## config.mk

```make
export PLATFORM = sky130hd
export DESIGN_NAME = bsg_clk_gen_pearl_monitor_sched
export DESIGN_NICKNAME = d
export VERILOG_FILES = /design/src/rtl/bsg_clk_gen_pearl_pkg.sv /design/src/rtl/bsg_clk_gen_pearl_monitor_edge_det.sv /design/src/rtl/bsg_clk_gen_pearl_monitor_sched.sv
export SDC_FILE = /design/constraint.sdc
export NUM_CORES = 1
export LEC_CHECK = 0
export BUFFER_PORTS_ARGS = -buffer_cell sky130_fd_sc_hd__buf_4
export CORE_MARGIN = 10
export CORE_UTILIZATION = 25
export CTS_CLUSTER_DIAMETER = 30
export DETAILED_ROUTE_END_ITERATION = 8
export PLACE_DENSITY_LB_ADDON = 0.3
export SLEW_MARGIN = 10
export SYNTH_ARGS = -nofsm -noshare
export SYNTH_HDL_FRONTEND = slang
export SYNTH_HIERARCHICAL = 1
export SYNTH_SLANG_ARGS = --single-unit
```

## constraint.sdc

```tcl
create_clock -name clk_i -period 3.2 [get_ports clk_i]
set_input_delay 0.16 -clock clk_i [delete_from_list [all_inputs] [get_ports clk_i]]
set_output_delay 0.16 -clock clk_i [all_outputs]
set_load 0.01 [all_outputs]
```

## src/rtl/bsg_clk_gen_pearl_pkg.sv

```systemverilog
// Shared types for the clock-gen pearl monitor scheduler.
package bsg_clk_gen_pearl_pkg;

    typedef enum logic [1:0] {
        IDLE    = 2'd0,
        SETTLE  = 2'd1,
        MEASURE = 2'd2,
        REPORT  = 2'd3
    } state_e;

    localparam int default_settle_cycles_lp = 8;

endpackage

```

## src/rtl/bsg_clk_gen_pearl_monitor_edge_det.sv

```systemverilog
// Two-flop synchronizer for the asynchronous monitor mux output plus a
// rising-edge detector whose history can be seeded before a measurement.
module bsg_clk_gen_pearl_monitor_edge_det (
    input  logic clk_i,
    input  logic reset_i,
    input  logic monitor_i,
    input  logic seed_i,
    input  logic track_i,
    output logic rise_o
);

    logic sync1_r;
    logic sync2_r;
    logic hist_r;

    // History only follows the synchronized value while seeding or tracking,
    // so an edge that arrives during settle never leaks into the count.
    always_ff @(posedge clk_i or posedge reset_i) begin
        if (reset_i) begin
            sync1_r <= 1'b0;
            sync2_r <= 1'b0;
            hist_r  <= 1'b0;
        end else begin
            sync1_r <= monitor_i;
            sync2_r <= sync1_r;
            if (seed_i || track_i)
                hist_r <= sync2_r;
        end
    end

    assign rise_o = track_i & sync2_r & ~hist_r;

endmodule

```

## src/rtl/bsg_clk_gen_pearl_monitor_sched.sv

```systemverilog
// Round-robin scheduler sharing one edge-counting engine across the
// clock-gen monitor channels; results leave through a valid/yumi handshake.
module bsg_clk_gen_pearl_monitor_sched
    import bsg_clk_gen_pearl_pkg::*;
#(
    parameter  int num_clks_p      = 4,
    parameter  int window_width_p  = 16,
    parameter  int count_width_p   = 16,
    parameter  int settle_cycles_p = default_settle_cycles_lp,
    localparam int sel_width_lp    = (num_clks_p > 1) ? $clog2(num_clks_p) : 1
) (
    input  logic                      clk_i,
    input  logic                      reset_i,
    input  logic                      en_i,
    input  logic [num_clks_p-1:0]     mask_i,
    input  logic [window_width_p-1:0] window_cycles_i,
    input  logic                      monitor_i,
    output logic [sel_width_lp-1:0]   sel_o,
    output logic                      busy_o,
    output logic                      result_v_o,
    output logic [sel_width_lp-1:0]   result_id_o,
    output logic [count_width_p-1:0]  result_count_o,
    input  logic                      result_yumi_i
);

    localparam int                  settle_width_lp = $clog2(settle_cycles_p);
    localparam [settle_width_lp-1:0] settle_load_lp  = settle_width_lp'(settle_cycles_p - 1);

    state_e                      state_r, state_n;
    logic [sel_width_lp-1:0]     sel_r;
    logic [settle_width_lp-1:0]  settle_cnt_r;
    logic [window_width_p-1:0]   win_cnt_r;
    logic [count_width_p-1:0]    edge_cnt_r;
    logic [sel_width_lp-1:0]     result_id_r;
    logic [count_width_p-1:0]    result_count_r;

    logic                        go_w;
    logic                        settle_done_w;
    logic                        win_last_w;
    logic                        rise_w;
    logic [window_width_p-1:0]   win_load_w;
    logic [count_width_p-1:0]    edge_cnt_n;

    // Priority search over the mask rotated to start at cur (or just past it).
    function automatic logic [sel_width_lp-1:0] next_sel(
        input logic [num_clks_p-1:0]   mask,
        input logic [sel_width_lp-1:0] cur,
        input logic                    inclusive
    );
        logic [sel_width_lp-1:0] pick;
        logic                    found;
        int                      idx;
        pick  = cur;
        found = 1'b0;
        for (int i = 0; i < num_clks_p; i++) begin
            idx = int'(cur) + i + (inclusive ? 0 : 1);
            if (idx >= num_clks_p)
                idx = idx - num_clks_p;
            if (!found && mask[idx]) begin
                pick  = sel_width_lp'(idx);
                found = 1'b1;
            end
        end
        return pick;
    endfunction

    assign go_w          = en_i && (mask_i != '0);
    assign settle_done_w = (settle_cnt_r == '0);
    assign win_last_w    = (win_cnt_r == window_width_p'(1));
    assign win_load_w    = (window_cycles_i == '0) ? window_width_p'(1) : window_cycles_i;
    assign edge_cnt_n    = (rise_w && (edge_cnt_r != '1)) ? edge_cnt_r + count_width_p'(1)
                                                          : edge_cnt_r;

    bsg_clk_gen_pearl_monitor_edge_det edge_det (
        .clk_i     (clk_i),
        .reset_i   (reset_i),
        .monitor_i (monitor_i),
        .seed_i    ((state_r == SETTLE) && settle_done_w),
        .track_i   (state_r == MEASURE),
        .rise_o    (rise_w)
    );

    always_ff @(posedge clk_i or posedge reset_i) begin
        if (reset_i)
            state_r <= IDLE;
        else
            state_r <= state_n;
    end

    // Dropping en_i wins over window completion: an aborted window yields no result.
    always_comb begin
        state_n = state_r;
        case (state_r)
            IDLE:    if (go_w) state_n = SETTLE;
            SETTLE:  if (!en_i) state_n = IDLE;
                     else if (settle_done_w) state_n = MEASURE;
            MEASURE: if (!en_i) state_n = IDLE;
                     else if (win_last_w) state_n = REPORT;
            REPORT:  if (result_yumi_i) state_n = go_w ? SETTLE : IDLE;
            default: state_n = IDLE;
        endcase
    end

    always_comb begin
        busy_o         = (state_r != IDLE);
        result_v_o     = (state_r == REPORT);
        sel_o          = sel_r;
        result_id_o    = result_id_r;
        result_count_o = result_count_r;
    end

    always_ff @(posedge clk_i or posedge reset_i) begin
        if (reset_i) begin
            sel_r          <= '0;
            settle_cnt_r   <= '0;
            win_cnt_r      <= '0;
            edge_cnt_r     <= '0;
            result_id_r    <= '0;
            result_count_r <= '0;
        end else begin
            case (state_r)
                IDLE: begin
                    if (go_w) begin
                        sel_r        <= next_sel(mask_i, sel_r, 1'b1);
                        settle_cnt_r <= settle_load_lp;
                    end
                end
                SETTLE: begin
                    if (en_i) begin
                        if (settle_done_w) begin
                            win_cnt_r  <= win_load_w;
                            edge_cnt_r <= '0;
                        end else begin
                            settle_cnt_r <= settle_cnt_r - settle_width_lp'(1);
                        end
                    end
                end
                MEASURE: begin
                    if (en_i) begin
                        win_cnt_r  <= win_cnt_r - window_width_p'(1);
                        edge_cnt_r <= edge_cnt_n;
                        if (win_last_w) begin
                            result_count_r <= edge_cnt_n;
                            result_id_r    <= sel_r;
                        end
                    end
                end
                REPORT: begin
                    if (result_yumi_i && go_w) begin
                        sel_r        <= next_sel(mask_i, sel_r, 1'b0);
                        settle_cnt_r <= settle_load_lp;
                    end
                end
                default: ;
            endcase
        end
    end

endmodule

```

# ---- Word-level counts from Yosys, hierarchy flattened
# Index checks and enable logic that the tools add are counted.
dict set report word_totals {
  input_bits 25
  ff_bits 60
}
dict set report op_classes {
  n_eq_ne 16
  bitwise_logic 3
  reduce_logical 30
  n_lt_le_gt_ge 15
  muxes 99
  addsub 16
}
# op count
set ops {}
lappend ops {{32-bit 2-to-1 mux} 23}
lappend ops {{32-bit by 4-bit less-than comparator with 1-bit output (second input constant)} 8}
lappend ops {{16-bit 2-to-1 mux} 8}
lappend ops {{32-bit by 4-bit greater-or-equal comparator with 1-bit output (second input constant)} 3}
lappend ops {{32-bit by 4-bit subtractor with 32-bit output (second input constant)} 3}
lappend ops {{16-bit one-hot mux with 2 select lines} 2}
lappend ops {{1-bit 2-to-1 mux} 35}
lappend ops {{2-bit 2-to-1 mux} 16}
lappend ops {{16-bit by 1-bit adder with 16-bit output (second input constant)} 1}
lappend ops {{1-bit binary-select mux with 2-bit select} 8}
lappend ops {{16-bit by 1-bit == test with 1-bit output (second input constant)} 1}
lappend ops {{16-bit logical NOT} 1}
lappend ops {{16-bit != test (second input constant)} 1}
lappend ops {{16-bit by 1-bit subtractor with 16-bit output (second input constant)} 1}
lappend ops {{4-bit by 3-bit subtractor with 5-bit output (second input constant)} 3}
lappend ops {{3-bit by 1-bit adder with 4-bit output (second input constant)} 3}
lappend ops {{4-bit by 3-bit greater-or-equal comparator with 1-bit output (second input constant)} 3}
lappend ops {{3-bit 2-to-1 mux} 4}
lappend ops {{1-bit logical AND} 10}
lappend ops {{2-bit != test (second input constant)} 5}
lappend ops {{5-bit AND reduction} 2}
lappend ops {{3-bit one-hot mux with 3 select lines} 1}
lappend ops {{2-bit one-hot mux with 4 select lines} 1}
lappend ops {{4-bit AND reduction} 2}
lappend ops {{22 further kinds} 34}

# ---- Depth between registers and ports, before layout
# Gate-level depths: netlist of run 1.
dict set report logic_depth {
  word_depth 26
  mapped_depth 13
}

# ---- By module
# The synthesis of run 1 kept the hierarchy.
# mod area_each_um2 n_inst cells_each
set by_module_without_submodules {}
lappend by_module_without_submodules {bsg_clk_gen_pearl_monitor_sched 3654.8 1 421}
lappend by_module_without_submodules {bsg_clk_gen_pearl_monitor_edge_det 101.3 1 8}

# ---- Least setup slack after synthesis of run 1
# Ideal clock, no wire load.
dict set report synth_path {
  path_type {reg2reg}
  start {register state_r[0]}
  end {register edge_cnt_r[14]}
  path_buffers 4
  slack_ps 732
  arrival_time_ps 2386
  path_stages_with_launch 13
  path_cell_list {dfrtp_1 > nand2b_1 > buf_2 > inv_2 > buf_2 > buf_1 > nand2_1 > nor2_1 > and4_1 > clkbuf_1 > nand4_1 > or3_1 > o21ai_0}
}
dict set report synth_between {
  elab_chain_len 7
}
# item line_no
set synth_lines {}
lappend synth_lines {{from (decl)} bsg_clk_gen_pearl_monitor_sched.sv:29} ;# state_e state_r, state_n;
lappend synth_lines {{from (signal assigned)} bsg_clk_gen_pearl_monitor_sched.sv:87} ;# state_r <= state_n;
lappend synth_lines {{2-bit == test} bsg_clk_gen_pearl_monitor_sched.sv:79} ;# .track_i (state_r == MEASURE),
lappend synth_lines {{1-bit bitwise AND (2 in a row)} bsg_clk_gen_pearl_monitor_edge_det.sv:31} ;# assign rise_o = track_i & sync2_r & ~hist_r;
lappend synth_lines {{via rise_w} bsg_clk_gen_pearl_monitor_sched.sv:40} ;# logic rise_w;
lappend synth_lines {{1-bit logical AND} bsg_clk_gen_pearl_monitor_sched.sv:71} ;# assign edge_cnt_n = (rise_w && (edge_cnt_r != '1)) ? edge_cnt_r + count_width_p'(1)
lappend synth_lines {{16-bit 2-to-1 mux} bsg_clk_gen_pearl_monitor_sched.sv:71}
lappend synth_lines {{16-bit 2-to-1 mux} bsg_clk_gen_pearl_monitor_sched.sv:139} ;# if (en_i) begin
lappend synth_lines {{16-bit one-hot mux with 2 select lines} bsg_clk_gen_pearl_monitor_sched.sv:121} ;# case (state_r)
lappend synth_lines {{to (signal assigned)} bsg_clk_gen_pearl_monitor_sched.sv:141} ;# edge_cnt_r <= edge_cnt_n;
lappend synth_lines {{to (decl)} bsg_clk_gen_pearl_monitor_sched.sv:33} ;# logic [count_width_p-1:0] edge_cnt_r;
# The timed path passes the listed nets, and every way through them passes these cells. The select of a mux whose other input is x is not followed.
# A chain may end at the register's enable or synchronous reset.

# ---- Worst setup path in the final report of run 1
dict set report layout_path {
  start {register state_r[0]}
  end {register result_id_r[0], in the netlist result_id_o[0]}
}
dict set report layout_between {
  elab_chain_len 2
}
# item line_no
set layout_lines {}
lappend layout_lines {{2-bit == test} bsg_clk_gen_pearl_monitor_sched.sv:121}
lappend layout_lines {{3-bit AND reduction (no source line)} --}
lappend layout_lines {{to (signal assigned)} bsg_clk_gen_pearl_monitor_sched.sv:144} ;# result_id_r <= sel_r;
lappend layout_lines {{to (decl)} bsg_clk_gen_pearl_monitor_sched.sv:34} ;# logic [sel_width_lp-1:0] result_id_r;
# Every way passes these cells.

==> results, run 1 <==
- The setup total negative slack is 0 ps.
- The pin count of the biggest net entering global routing is 40.
- Once the floorplan was initialized, standard cells occupied roughly 26% of the core.
- At the pin with the least slew margin, the transition time is 638.8 ps.
- The routed length per instance is between 10 and 15 um.
- Sequential elements use between 30 and 40% of the synthesized area.
- The total congestion overflow is 0.
- CTS built an H-tree with a depth of 3.
- At the worst endpoint, the arrival time is approximately 2500 ps.
- The area growth from synthesis to layout is 20.89%.
- The share of synthesized flip-flops with an asynchronous set or reset is 100.0%.
- TritonCTS built the clock tree.
- The latest clock arrival within the worst-skew pair is ~320 ps.
- Counting the fill cells in the layout gives ~1600.
- The required time reported for the critical path endpoint is around 3400 ps.
- The largest fanout of any net on the critical path is 34.
- The number of synthesized register bits is 60.
- By area the synthesized netlist is led by sky130_fd_sc_hd__dfrtp_1 40%, sky130_fd_sc_hd__a21oi_1 5.5%, sky130_fd_sc_hd__o21ai_0 3.9%.
- The family of cells with the greatest summed delay on the critical path is buffers and inverters.
- In this run the cell area measured after placement is between 4000 and 5000 um^2.
- The synthesized-area fraction occupied by ao, oa, aoi and oai cells is between 20% and 30%.
- By count the netlist is led by 60 x sky130_fd_sc_hd__dfrtp_1, 41 x sky130_fd_sc_hd__a21oi_1, 38 x sky130_fd_sc_hd__nor2_1, 33 x sky130_fd_sc_hd__nand2_1, 29 x sky130_fd_sc_hd__o21ai_0.
- The number of synthesis warnings is 6.
- The setup slack after placement is 884.9 ps.
- Among the stages of the critical path, the cell type that occurs most often is sky130_fd_sc_hd__buf_4.
- The total number of vias is 3379.
- The total count of max-transition violations in the final report is 0.
- Post-CTS timing repair inserted 0 buffers for setup.
- The number of gates resized after CTS was 0.
- The buffer and inverter count on the worst path is 3.
- The flow ran to the end, and the final reports show no timing, DRC or antenna violations.
- Of the total synthesized cell area, the portion taken by XOR and XNOR cells is under 10%.
- Of the total synthesized cell area, the portion taken by full adders, half adders and majority gates is 1.666%.
- The final count of hold timing violations is 0.
- The multi-input combinational cells in the finished layout cover a total of between 2000 and 2500 um^2.
- The pre-antenna-repair detailed-routing pass consisted of 4 iterations.
- Setup repair after global routing left no endpoint under its margin.
- Cells with a size suffix above 1 make up approximately a fifth of the layout.
- The period utilization is 72.70%.
- The final clock skew is 11.87 ps.
- The synthesized design contains 0 enable-type register cells.
- Summing the areas of all and, or, nand and nor instances in the mapped netlist gives a little over a fifth of the synthesized area.
- The static leakage is 1.930 nW.
- The worst setup path is captured at a flop.
- Clock tree synthesis selected as its root buffer the cell sky130_fd_sc_hd__clkbuf_16.
- The main combinational cell family by area after synthesis is compound AO/OA/AOI/OAI gates.
- Setup slack closes at about 870 ps.
- The peak per-stage delay on the critical path is between 400 and 500 ps.
- The number of antenna violations at the first check in global routing was 0.
- After the first detailed-routing iteration, the DRC count stood at 208.
- The share of the synthesized area in the top cell type is about two fifths.
- The design area is about 4500 um^2.
- Setup violations remaining at the end of the flow were counted as 0.
- The ratio of total power to cell area is ~620 nW/um^2.
- The die is between 100 and 150 um tall.
- Row generation in the floorplan step produced 44 rows.
- The mux contribution to synthesized area is 1.732%.
- The total number of nets in the final design is between 400 and 500.
- The worst pin sits at a relative slew slack of between 50 and 60%.
- The die is between 100 and 150 um wide.
- The wire length of the first global-routing pass is ~16000 um.
- The number of distinct library cells after synthesis is 75.
- The clock slew seen by the registers of the worst setup and hold paths is 50 ps.
- The largest buffer count on any clock path is 2.
- The cell with the most instances after synthesis is sky130_fd_sc_hd__dfrtp_1.
- The clock buffer count from CTS is 9.
- The congestion estimate from routability-driven global placement came to roughly 0.83.
- The post-detailed-routing wire length is slightly below 10000 um.
- The category of the critical setup timing path is flop to flop.
- The mean cell area of the mapped netlist is between 8 and 9 um^2.
- The mapped netlist covers roughly 3800 um^2.
- The synthesized netlist net count is 459.
- The via density per instance is 5.167.
- The tightest min-delay check is of the input port to flop type.
- The global-route total usage across every layer is ~9.6%.
- In the routed design, unresolved DRC markers number 0.
- The worst setup path is launched from a flop.
- The clock net in this run drives a total of 60 sinks.
- Synthesis produced roughly 430 cells.
- Registers take ~1500 um^2.
- The diode insertion count for antenna repair is 0.
- The core area is 14640 um^2.
- The main flop type after synthesis is sky130_fd_sc_hd__dfrtp_1.
- The smallest clock period supported by the final layout is computed as roughly 2300 ps.
- The HPWL after detailed placement is approximately 7000 um.
- The worst ir drop on vdd is around 0.00024 V.
- 47 I/O pins were placed.
- The most area-hungry cell type in the Yosys netlist is sky130_fd_sc_hd__dfrtp_1.
- Derived from the worst setup path, the maximum achievable clock frequency is between 0.4 and 0.5 GHz.
- The via count of the first global-routing pass is 3183.
- The die outline area is just over 20000 um^2.
- The count of nets left with antenna violations once routing finished came out at 0.
- The critical path goes through nand2b_1 -> inv_2 -> buf_4 -> nand2_2 -> nor3_4 -> buf_4 -> mux2_2.
- In this run the tool buffered the top-level ports with between 40 and 50 buffer cells.
- The slowest stage of the critical path is the sky130_fd_sc_hd__dfrtp_1 cell.
- The number of maximum-capacitance constraint violations is 0.
==> path summary, 6_finish.rpt <==
path,endpoint,from,slack (ps),cells after the start
setup / recovery,result_id_o[0],state_r[0],870,7
hold / removal,win_cnt_r[1],window_cycles_i[1],140,3
setup reg to reg,result_id_o[0],state_r[0],870,7
hold reg to reg,edge_det/sync2_r,edge_det/sync1_r,350,0
max in group asynchronous,edge_cnt_r[2],reset_i,1950,4
min in group asynchronous,edge_det/sync1_r,reset_i,280,3
==> area by class of cell <==
cell class / instances / area share (%)
sequential: 60 / 33.07
clock buffer: 10 / 5.263
timing repair buffer: 56 / 9.369
inverter: 21 / 1.736
clock inverter: 3 / 0.8818
tap: 184 / 5.070
multi-input combinational: 320 / 44.61
==> sequential cells by signal, indices dropped and copies added (netlist names) <==
name / flops
sel_o: 2
edge_det/sync2_r: 1
edge_det/hist_r: 1
edge_det/sync1_r: 1
result_id_o: 2
win_cnt_r: 16
state_r: 2
edge_cnt_r: 16
settle_cnt_r: 3
result_count_o: 16
==> tightest hold or removal path, stage by stage <==
cell and delay, ps:
sky130_fd_sc_hd__buf_4 90, sky130_fd_sc_hd__o211ai_1 90, sky130_fd_sc_hd__o21ai_0 80
==> cells in the final DEF (no fill, tap or decap), types with 3 or more instances in the layout <==
cell type / instances
sky130_fd_sc_hd__a21o_1: 3
sky130_fd_sc_hd__o31ai_1: 3
sky130_fd_sc_hd__o32ai_1: 3
sky130_fd_sc_hd__nand3b_1: 3
sky130_fd_sc_hd__o2111ai_1: 3
sky130_fd_sc_hd__nand2b_1: 5
sky130_fd_sc_hd__dfrtp_1: 60
sky130_fd_sc_hd__and4_1: 3
sky130_fd_sc_hd__nor3b_1: 3
sky130_fd_sc_hd__o2bb2ai_1: 5
sky130_fd_sc_hd__nor2_1: 38
sky130_fd_sc_hd__ha_1: 5
sky130_fd_sc_hd__xor2_1: 6
sky130_fd_sc_hd__clkbuf_16: 9
sky130_fd_sc_hd__o211ai_1: 7
sky130_fd_sc_hd__o21ai_1: 4
sky130_fd_sc_hd__and3_1: 4
sky130_fd_sc_hd__nor4_1: 5
sky130_fd_sc_hd__o21ai_0: 29
sky130_fd_sc_hd__xnor2_1: 8
sky130_fd_sc_hd__or3_1: 3
sky130_fd_sc_hd__nor3_1: 13
sky130_fd_sc_hd__inv_1: 18
sky130_fd_sc_hd__nand4_1: 6
sky130_fd_sc_hd__a31oi_1: 11
sky130_fd_sc_hd__buf_4: 54
sky130_fd_sc_hd__o31a_1: 3
sky130_fd_sc_hd__inv_2: 3
sky130_fd_sc_hd__mux2_2: 3
sky130_fd_sc_hd__a22oi_1: 7
sky130_fd_sc_hd__a21oi_1: 41
sky130_fd_sc_hd__nand3_1: 9
sky130_fd_sc_hd__nand2_1: 33
sky130_fd_sc_hd__a41oi_1: 4
sky130_fd_sc_hd__o22ai_1: 7
==> repair_timing <==
action,CTS,global route
hold buffers,2,0
endpoints found under the hold margin,22,0
setup endpoints to repair,0,0
==> cell families (layout without fill, tap and decap cells) <==
kind of cell	after synthesis	in the layout
buffers and inverters	49	90
XOR/XNOR	14	14
flip-flops	60	60
multiplexers	6	6
AO/OA/AOI/OAI	150	150
adder cells (fa/ha/maj)	5	5
AND/OR/NAND/NOR	145	145
==> stage by stage <==
step	power [mW]	util, %	hold slack [ps]	std cells
floorplan	1.707	-	-86.36	429
global placement	1.898	28.96	55.81	639
detailed placement	1.927	28.96	62.30	639
CTS	2.861	31.01	135.8	654
global route	3.039	31.01	168.7	654
finish	2.831	31.01	139.5	654
==> power breakdown <==
group | internal [mW] | switching, mW | leakage [nW] | total (mW)
combinational | 0.346 | 0.390 | 1.02 | 0.736
clock | 0.606 | 0.311 | 0.140 | 0.917
sequential | 0.940 | 0.238 | 0.767 | 1.18
total | 1.89 | 0.939 | 1.93 | 2.83
==> routing by layer <==
layer  vias up  share of wire, %  GRT usage, %
li1       1674                 -             -
met1      1624                49         12.91
met2        72                45         14.47
met3         9               4.6         2.503
met4         0               1.1         3.583
met5         -                 0             0
No activity file was read; power rests on OpenSTA's default activity.
==> inputs of run 2 (changes only) <==
Clock period 3.2 ns to 2 ns, I/O delays scaled along.
==> results, run 2 (synthesized netlist as in run 1, its figures left out) <==
- For the worst setup path, the data required time is between 2000 and 2500 ps.
- In this run the power density over the cells is slightly above 1000 nW/um^2.
- The final count of hold timing violations is 0.
- The switching share of power is around 33%.
- The initial utilization of the core area, before any placement, comes to roughly 26%.
- between 40 and 50 I/O pins were placed.
- The library cell used most frequently in the layout, excluding fill and tap cells, is sky130_fd_sc_hd__buf_4.
- Of all nets on the critical path, the largest fanout is 7.
- After global routing the overflow that remains totals 0.
- The slew at the pin with the worst max-slew slack is 527.3 ps.
- The latest clock arrival within the worst-skew pair is roughly 320 ps.
- The final critical path time including I/O delays and setup is approximately 1900 ps.
- The global-route total usage across every layer is between 10% and 20%.
- The total area inside the core boundary comes to 14640 um^2.
- Clock skew on the completed layout was measured at between 3 and 4 ps.
- The detailed router's first-iteration violation count is about 200.
- After clock tree synthesis, the clock-pin slew on the worst setup and hold paths is about 50 ps.
- The analysis attributes to net switching a power of 1.583 mW.
- The largest buffer count on any clock path is 2.
- The count of non-filler cells in the finished layout is between 600 and 700.
- The standard cell with the maximum stage delay on the critical path is sky130_fd_sc_hd__or3_1.
- The pin count of the biggest net entering global routing is 37.
- From left edge to right edge, the die measures roughly 140 um.
- The first element of the critical path is state_r[0].
- Measured in cells, the most critical reg-to-reg path has a length of 8.
- The congestion estimate from routability-driven global placement came to approximately 0.85.
- The post-detailed-routing wire length is 9981 um.
- STA puts the critical path data arrival time at about 2100 ps.
- 0 antenna diodes ended up in the layout.
- The die covers 20330 um^2.
- Cell internal power was estimated by the tool at between 3 and 4 mW.
- The setup slack of the most critical reg-to-reg path is approximately 150 ps.
- The clock buffer count from CTS is 9.
- The post-detailed-route count of antenna-violating nets is 0.
- The worst hold path belongs to the class input port to flop.
- TritonCTS built the clock tree.
- After filler insertion, the fill cell instance count of the layout stands at 1535.
- Once detailed placement completed, the half-perimeter wirelength came to roughly 7400 um.
- The number of maximum-capacitance constraint violations is 0.
- The category of the critical setup timing path is flop to flop.
- In this run, the clock network consumes between 30% and 40% of the power.
- The total count of max-transition violations in the final report came to 0.
- The analysis attributes to cell leakage a power of ~2.1 nW.
- The register area is 1501 um^2.
- The area occupied by multi-input gates is between 2000 and 2500 um^2.
- Dividing the final minimum period by the clock period gives a little over 90%.
- The count of cells along the worst hold path is 3.
- STA classifies the critical path startpoint as a flop.
- The via count of the first global-routing pass is roughly 3300.
- The start point of the worst hold path is window_cycles_i[1].
- Per report_power, the combinational group accounts for a little under 30% of the total.
- The endpoint of the worst hold-timing path is win_cnt_r[1].
- For this run, the post-layout net count is ~520.
- The type of element capturing the critical path is a flop.
- Timing would allow up to about 0.54 GHz.
- The total number of vias is 3423.
- Compared with the post-synthesis result, the final layout area differs by 28.21%.
- Measured along the y axis, the die boundary spans around 140 um.
- The flow ran to the end, and the final reports show no timing, DRC or antenna violations.
- In the final routed layout, each cell accounts on average for ~15 um.
- The row count is 44.
- The deepest level of the CTS H-tree is 3.
- Across the VDD grid, the largest voltage drop is around 0.00045 V.
- The number of sinks on the clock net is 60.
- The headroom to the max-slew limit is 64.80%.
- The relative contribution of sequential cells to total power is between 30% and 40%.
- For this run, the detailed router's first-pass iteration total came to 4.
- The endpoint of the worst-slack reg-to-reg timing path is edge_cnt_r[14].
- Setup violations remaining at the end of the flow were counted as 0.
- The number of port buffers is 46.
- The tree is rooted in a sky130_fd_sc_hd__clkbuf_16.
- Setup repair after global routing left no endpoint under its margin.
- The total instance count after detailed placement is approximately 660.
- The minimum hold slack is ~63 ps.
- The peak per-stage delay on the critical path is 400 ps.
- The fraction of layout instances using a drive strength above 1 is between 20% and 30%.
- Leaving out fill and tap cells, the most frequent cells in the layout are 72 x sky130_fd_sc_hd__buf_4, 60 x sky130_fd_sc_hd__dfrtp_1, 41 x sky130_fd_sc_hd__a21oi_1.
- For this run, design rule violations remaining after detail routing come to 0.
- Traced cell by cell, the critical path runs through nand2b_4 -> inv_4 -> nand2_4 -> nor2_4 -> and4_2 -> nand4_1 -> or3_1 -> o21ai_1.
- The number of antenna violations at the first check in global routing came to 0.
- The via density per instance is ~5.
- The start of the worst register-to-register path is state_r[0].
- The first global-routing pass estimated approximately 17000 um of wire.
==> run 2: worst max path at each step <==
stage	endpoint	slack (ps)	cells past startpoint
floorplan	edge_cnt_r[14]	-90	12
global placement	result_count_o[8]	120	6
detailed placement	edge_cnt_r[8]	50	6
CTS	edge_cnt_r[8]	20	6
global route	edge_cnt_r[14]	20	8
finish	edge_cnt_r[14]	150	8
==> run 2: power groups by stage <==
stage | registers [mW] | logic, mW | clock network (mW)
after floorplan | 1.75 | 1.01 | 0
after global placement | 1.79 | 1.40 | 0
after detailed placement | 1.80 | 1.43 | 0
after CTS | 1.78 | 1.44 | 1.67
after global routing | 1.83 | 1.64 | 1.73
final | 1.79 | 1.44 | 1.63
==> run 2: critical path: cells and delay by family, from the launching register on <==
| kind | cells | cell delay, ps |
|---|---|---|
| AO/OA/AOI/OAI | 1 | 80 |
| flip-flops | 1 | 380 |
| buffers and inverters | 1 | 70 |
| AND/OR/NAND/NOR | 6 | 1240 |
==> run 2: layout make-up <==
| type | instances | share of cell area, % |
|---|---|---|
| clock inverters | 3 | 0.8833 |
| flip-flops and latches | 60 | 31.18 |
| repair buffers | 77 | 12.89 |
| inverters | 21 | 1.689 |
| clock buffers | 13 | 5.820 |
| multi-input cells | 320 | 42.76 |
| well taps | 184 | 4.780 |
==> run 2: metrics by stage <==
step | power [mW] | setup TNS [ps] | setup slack [ps] | utilization (%) | cell area (um^2)
floorplan | 2.755 | -88.00 | -88.00 | - | 3806
global placement | 3.189 | 0 | 121.2 | 30.20 | 4423
detailed placement | 3.236 | 0 | 52.29 | 30.20 | 4423
CTS | 4.898 | 0 | 20.33 | 32.54 | 4766
global route | 5.197 | 0 | 18.11 | 32.89 | 4816
finish | 4.861 | 0 | 146.8 | 32.89 | 4816
==> run 2: routing by layer <==
layer	global-route usage, %	part of all wire [%]	vias to the layer above
met3	2.370	4.1	11
met2	16.07	47	56
li1	-	-	1717
met5	0	0	-
met1	12.96	47	1639
met4	3.637	1.5	0
==> run 2: what timing repair did <==
| item | CTS | global route |
|---|---|---|
| hold buffers | 2 | 0 |
| endpoints found under the setup margin | 0 | 11 |
| resized for setup | 0 | 4 |
| hold endpoints to repair | 25 | 0 |
| setup buffers | 0 | 4 |
